[config.mk]
export PLATFORM = sky130hd
export DESIGN_NAME = instr_decoder
export DESIGN_NICKNAME = d
export VERILOG_FILES = /design/src/rtl/rv32i_pkg.sv /design/src/rtl/instr_dec_comb.sv /design/src/rtl/instr_decoder.sv
export SDC_FILE = /design/constraint.sdc
export NUM_CORES = 1
export LEC_CHECK = 0
export BUFFER_PORTS_ARGS = -buffer_cell sky130_fd_sc_hd__buf_4
export CORE_MARGIN = 8
export CORE_UTILIZATION = 50
export CTS_BUF_LIST = sky130_fd_sc_hd__clkbuf_2
export CTS_CLUSTER_DIAMETER = 120
export DETAILED_ROUTE_END_ITERATION = 7
export GPL_TIMING_DRIVEN = 0
export HOLD_SLACK_MARGIN = 0.03
export PLACE_DENSITY = 0.85
export SETUP_SLACK_MARGIN = 0.4
export SLEW_MARGIN = 20
export SYNTH_ARGS = -nofsm -noshare
export SYNTH_HDL_FRONTEND = slang
export SYNTH_HIERARCHICAL = 1
export SYNTH_SLANG_ARGS = --single-unit
[constraint.sdc]
create_clock -name clk -period 3.6 [get_ports clk]
set_input_delay 0.54 -clock clk [delete_from_list [all_inputs] [get_ports clk]]
set_output_delay 0.54 -clock clk [all_outputs]
set_load 0.02 [all_outputs]
[src/rtl/rv32i_pkg.sv]
// Shared RV32I decode definitions: opcodes, type codes and the packed control word
// consumed by the decoder, ALU-control and register-file blocks.
package rv32i_pkg;

    localparam int XLEN = 32;
    localparam int CW_W = 23;

    localparam logic [6:0] OPC_LOAD   = 7'b0000011;
    localparam logic [6:0] OPC_OPIMM  = 7'b0010011;
    localparam logic [6:0] OPC_STORE  = 7'b0100011;
    localparam logic [6:0] OPC_OP     = 7'b0110011;
    localparam logic [6:0] OPC_LUI    = 7'b0110111;
    localparam logic [6:0] OPC_AUIPC  = 7'b0010111;
    localparam logic [6:0] OPC_BRANCH = 7'b1100011;
    localparam logic [6:0] OPC_JALR   = 7'b1100111;
    localparam logic [6:0] OPC_JAL    = 7'b1101111;

    localparam logic [3:0] T_ILLEGAL = 4'd0;
    localparam logic [3:0] T_LOAD    = 4'd1;
    localparam logic [3:0] T_OPIMM   = 4'd2;
    localparam logic [3:0] T_STORE   = 4'd3;
    localparam logic [3:0] T_OP      = 4'd4;
    localparam logic [3:0] T_LUI     = 4'd5;
    localparam logic [3:0] T_AUIPC   = 4'd6;
    localparam logic [3:0] T_BRANCH  = 4'd7;
    localparam logic [3:0] T_JALR    = 4'd8;
    localparam logic [3:0] T_JAL     = 4'd9;

    localparam int CW_TYPE_LSB = 0;
    localparam int CW_FUN3_LSB = 4;
    localparam int CW_FUN7_BIT = 7;
    localparam int CW_RD_LSB   = 8;
    localparam int CW_RS1_LSB  = 13;
    localparam int CW_RS2_LSB  = 18;

    // Field order is MSB first so the struct overlays the flat cword bit ranges.
    typedef struct packed {
        logic [4:0] rs2;
        logic [4:0] rs1;
        logic [4:0] rd;
        logic       fun7;
        logic [2:0] fun3;
        logic [3:0] itype;
    } cword_t;

    function automatic logic isShiftImm(input logic [2:0] fun3);
        return (fun3 == 3'b001) || (fun3 == 3'b101);
    endfunction

endpackage

[src/rtl/instr_dec_comb.sv]
// Purely combinational RV32I decode of one instruction word into a control word
// plus an unsupported-instruction flag.
module instr_dec_comb
    import rv32i_pkg::*;
(
    input  logic [XLEN-1:0] inst_i,
    output cword_t          cword_o,
    output logic            illegal_o
);

    logic [3:0] itype;
    logic [2:0] fun3;
    logic [6:0] funct7;
    logic       useRd;
    logic       useRs1;
    logic       useRs2;
    logic       useFun7;

    assign fun3   = inst_i[14:12];
    assign funct7 = inst_i[31:25];

    always_comb begin
        itype = T_ILLEGAL;
        case (inst_i[6:0])
            OPC_LOAD:   itype = T_LOAD;
            OPC_OPIMM:  itype = T_OPIMM;
            OPC_STORE:  itype = T_STORE;
            OPC_OP:     itype = T_OP;
            OPC_LUI:    itype = T_LUI;
            OPC_AUIPC:  itype = T_AUIPC;
            OPC_BRANCH: itype = T_BRANCH;
            OPC_JALR:   itype = T_JALR;
            OPC_JAL:    itype = T_JAL;
            default:    itype = T_ILLEGAL;
        endcase
    end

    // rs1 and fun3 are present in exactly the same formats, so they share a flag.
    always_comb begin
        useRd   = itype inside {T_LOAD, T_OPIMM, T_OP, T_LUI, T_AUIPC, T_JALR, T_JAL};
        useRs1  = itype inside {T_LOAD, T_OPIMM, T_STORE, T_OP, T_BRANCH, T_JALR};
        useRs2  = itype inside {T_STORE, T_OP, T_BRANCH};
        useFun7 = (itype == T_OP) || ((itype == T_OPIMM) && isShiftImm(fun3));
    end

    always_comb begin
        cword_o       = '0;
        cword_o.itype = itype;
        if (useRd) begin
            cword_o.rd = inst_i[11:7];
        end
        if (useRs1) begin
            cword_o.rs1  = inst_i[19:15];
            cword_o.fun3 = fun3;
        end
        if (useRs2) begin
            cword_o.rs2 = inst_i[24:20];
        end
        if (useFun7) begin
            cword_o.fun7 = inst_i[30];
        end
    end

    // Fields stay populated for reserved encodings of known types; only the flag is raised.
    always_comb begin
        illegal_o = 1'b0;
        case (itype)
            T_ILLEGAL: illegal_o = 1'b1;
            T_JALR:    illegal_o = (fun3 != 3'b000);
            T_BRANCH:  illegal_o = (fun3 == 3'b010) || (fun3 == 3'b011);
            T_LOAD:    illegal_o = (fun3 == 3'b011) || (fun3 == 3'b110) || (fun3 == 3'b111);
            T_STORE:   illegal_o = (fun3 > 3'b010);
            T_OP:      illegal_o = !((funct7 == 7'b0000000) ||
                                     ((funct7 == 7'b0100000) && ((fun3 == 3'b000) || (fun3 == 3'b101))));
            default:   illegal_o = 1'b0;
        endcase
    end

endmodule

[src/rtl/instr_decoder.sv]
// RV32I instruction decoder top: registers the combinational decode with a
// one-cycle latency and a valid flag that follows inst_valid.
module instr_decoder
    import rv32i_pkg::*;
(
    input  logic            clk,
    input  logic            rst,
    input  logic [XLEN-1:0] inst,
    input  logic            inst_valid,
    output logic [CW_W-1:0] cword,
    output logic            cword_valid,
    output logic            illegal
);

    cword_t          decCword;
    logic            decIllegal;
    logic [CW_W-1:0] cword_d;
    logic [CW_W-1:0] cword_q;
    logic            illegal_d;
    logic            illegal_q;
    logic            valid_q;

    instr_dec_comb u_comb (
        .inst_i    (inst),
        .cword_o   (decCword),
        .illegal_o (decIllegal)
    );

    // Idle cycles keep the last decode visible; only the valid flag drops.
    always_comb begin
        cword_d   = cword_q;
        illegal_d = illegal_q;
        if (inst_valid) begin
            cword_d   = decCword;
            illegal_d = decIllegal;
        end
    end

    always_ff @(posedge clk) begin
        if (rst) begin
            cword_q   <= '0;
            illegal_q <= 1'b0;
            valid_q   <= 1'b0;
        end else begin
            cword_q   <= cword_d;
            illegal_q <= illegal_d;
            valid_q   <= inst_valid;
        end
    end

    assign cword       = cword_q;
    assign illegal     = illegal_q;
    assign cword_valid = valid_q;

endmodule

==> impl_metrics.json <==
{
  "status": "finished, final reports clean",
  "fin_crit_sh_pct": 42.84,
  "ioPinCount": 60,
  "ant_nets": 0,
  "ys_seq_area_share_pct": 36.56,
  "slew_violations": 0,
  "critPathKind": "in -> reg",
  "drtPass1Iterations": 4,
  "arrival_ps": 1800,
  "setup_violations": 0,
  "cts_root_buf": "clkbuf_2",
  "initialDrtViolationCount": 49,
  "antenna_cells": 0,
  "clkTransAtPathRegs_ps": 210,
  "first_global_vias": 1299,
  "insertion_delay_ps": 320,
  "clock_skew_ps": 0,
  "place_area_mm2": 0.001813,
  "design.core.area_mm2": 0.002686,
  "fin_nets": 246,
  "portBuffers": 54,
  "min_period_ps": 1542,
  "reg2reg_depth": 2,
  "final_cell_mix": "buf_4, nor2_1, mux2i_1, dfxtp_1, and2_1",
  "timing.fmax_mhz": 648.5,
  "die_w_um": 68.32,
  "numPlacedInstances": 237,
  "tightestPinTransition_ps": 492.0,
  "rsz0062_at_grt": "false",
  "synth_fp_nets": 187,
  "yosysWarnings": 6,
  "p_int_uw": 356.9,
  "p_per_area_mw_per_mm2": 265.1,
  "critPathCaptureType": "register",
  "cts_buffer_depth": 2,
  "irDropWorstVdd_mv": 0.2338,
  "drcViolationCount": 0,
  "synth-seq-cells": 25,
  "dpl.hpwl_um": 2898,
  "crit_fanout": 10,
  "power.switching_uw": 129.1,
  "start_util_pct": 50.95,
  "r2r_setup_slack_ps": 2950,
  "min_delay_path_depth": 2,
  "cts_resized": 0,
  "p_total_uw": 486.0,
  "syn-instance-count": 152,
  "clkSinkCount": 25,
  "num-fill-cells": 214,
  "multi_input_comb_area_um2": 773.2,
  "die_h_um": 68.32,
  "hp-class": "in -> reg",
  "gr-total-overflow": 0,
  "cts_hold_buf": 0,
  "p_seq_share_pct": 58.1,
  "syn_avg_cell_area_um2": 9.005,
  "ys_top_cells_by_area": "dfxtp_1, mux2i_1, nor2_1",
  "clkPwrFrac_pct": 21.7,
  "netSwitchingFraction_pct": 26.57,
  "worstReg2RegEnd": "cword[10]",
  "fin_cells": 241,
  "wl_um": 3583,
  "vias": 1274,
  "grt_use_total_pct": 15.50,
  "post_cts_buffers": 0,
  "cts_tree": "done",
  "crit_path_start_kind": "input port",
  "maxCapViolCount": 0,
  "combPwrFrac_pct": 20.2,
  "cp.required_ps": 3850,
  "yosysTopAreaCell": "dfxtp_1",
  "cts_buffers": 3,
  "fin_area_mm2": 0.001833,
  "drive_above_1_share_pct": 34.29,
  "cp_cell_sequence": "buf_4 > buf_2 > nand4b_1 > o21ai_0 > o31ai_1 > a2bb2oi_1 > o211ai_1 > mux2i_1 > nor2_1",
  "routedWlPerCell_um": 14.87,
  "antenna_found_initial": 0,
  "core.rowCount": 19,
  "fin_util_pct": 68.23,
  "synthDominantCellAreaShare_pct": 36.56,
  "place_congestion": 0.8495,
  "final-seq-area_um2": 500.5,
  "r2r-start": "cword[10]",
  "leakage_nw": 0.8666,
  "max_stage_delay_ps": 210,
  "worstHoldStart": "rst",
  "die-area_mm2": 0.004668,
  "syn_to_final_growth_pct": 33.91,
  "synth.distinct_cells": 32,
  "mostFrequentLayoutCell": "buf_4",
  "grt_pass1_wl_um": 5706,
  "timing.slew.headroom_pct": 67.20,
  "grt_max_degree": 15,
  "tns_ps": 0,
  "viasPerCell": 5.286,
  "holdPathEnd": "illegal",
  "syn-cell-area_mm2": 0.001369,
  "crit_path_top_delay_cell": "buf_2",
  "final_hold_viol_count": 0,
  "htree_levels": 1
}
-- kinds of logic after synthesis --
logic type	count (synthesis)	share of synthesized area [%]
flops	25	36.56
xor+xnor	1	0.6400
simple gates	73	28.34
buf+inv	11	6.946
compound gates	17	9.233
mux	25	18.28
-- metrics by stage --
step,hold WS (ps),setup slack [ps]
3_3_place_gp,474.6,1740
2_1_floorplan,583.2,1929
6_report,426.4,2058
3_5_place_dp,486.7,1697
5_1_grt,404.3,1957
4_1_cts,409.7,2079
-- critical path, delay by kind of cell --
family / cells / cell delay [ps]
and+or+nand+nor: 2 / 220
buffers and inverters: 2 / 300
muxes: 1 / 140
AOI/OAI and AO/OA: 4 / 580
-- Yosys cell counts --
cell	count
buf_6	2
nor2_1	32
buf_12	2
a2111oi_4	1
o211ai_1	1
inv_1	1
xor2_1	1
a2bb2oi_1	1
buf_2	5
nor2b_1	2
mux2i_1	25
nor3_2	2
nand2b_1	1
or2_1	1
nor4_1	2
o21ai_0	4
nand2_2	1
nor4b_1	1
a31oi_1	1
nor2b_4	1
o31ai_1	2
a21oi_1	5
clkbuf_1	1
dfxtp_1	25
and3_1	1
nand3_1	2
o21a_1	1
nand4b_1	3
a32oi_1	1
nor3_1	3
nand2_1	3
and2_1	18
-- final cells by class --
| cell class | count | area share (%) |
|---|---|---|
| plain buffers | 10 | 4.983 |
| well taps | 31 | 2.116 |
| clock inverters | 1 | 0.2730 |
| flip-flops and latches | 25 | 27.30 |
| inverters | 1 | 0.2048 |
| clock buffers | 3 | 0.8191 |
| multi-input cells | 116 | 42.18 |
| repair buffers | 54 | 22.12 |
-- state kept, by name, summed over array words and instances, names as in the netlist --
register / count
illegal: 1
cword_valid: 1
cword: 23
-- power groups by stage --
| stage | sequential, mW | clock, mW | combinational (mW) |
|---|---|---|---|
| 2_1_floorplan | 0.292 | 0 | 0.0526 |
| 3_3_place_gp | 0.288 | 0 | 0.0961 |
| 3_5_place_dp | 0.288 | 0 | 0.0985 |
| 4_1_cts | 0.283 | 0.111 | 0.0988 |
| 5_1_grt | 0.283 | 0.121 | 0.106 |
| 6_report | 0.282 | 0.105 | 0.0980 |
-- worst max-delay path by stage --
stage,from,end,slack (ps),depth (start not counted)
after detailed placement,inst[4],cword[5],1700,6
after global routing,inst[5],illegal,1960,9
after global placement,inst[5],illegal,1740,9
after CTS,inst[4],cword[14],2080,6
final,inst[5],illegal,2060,9
after floorplan,inst[2],illegal,1930,8
-- routing by layer --
metal | vias up | GRT usage (%) | wire [µm]
li1 | 637 | - | -
met5 | - | 0 | 0
met4 | 0 | 5.627 | 28
met1 | 583 | 17.33 | 1465
met2 | 50 | 26.85 | 1742
met3 | 4 | 5.074 | 347
No activity file was read; power rests on OpenSTA's default activity.
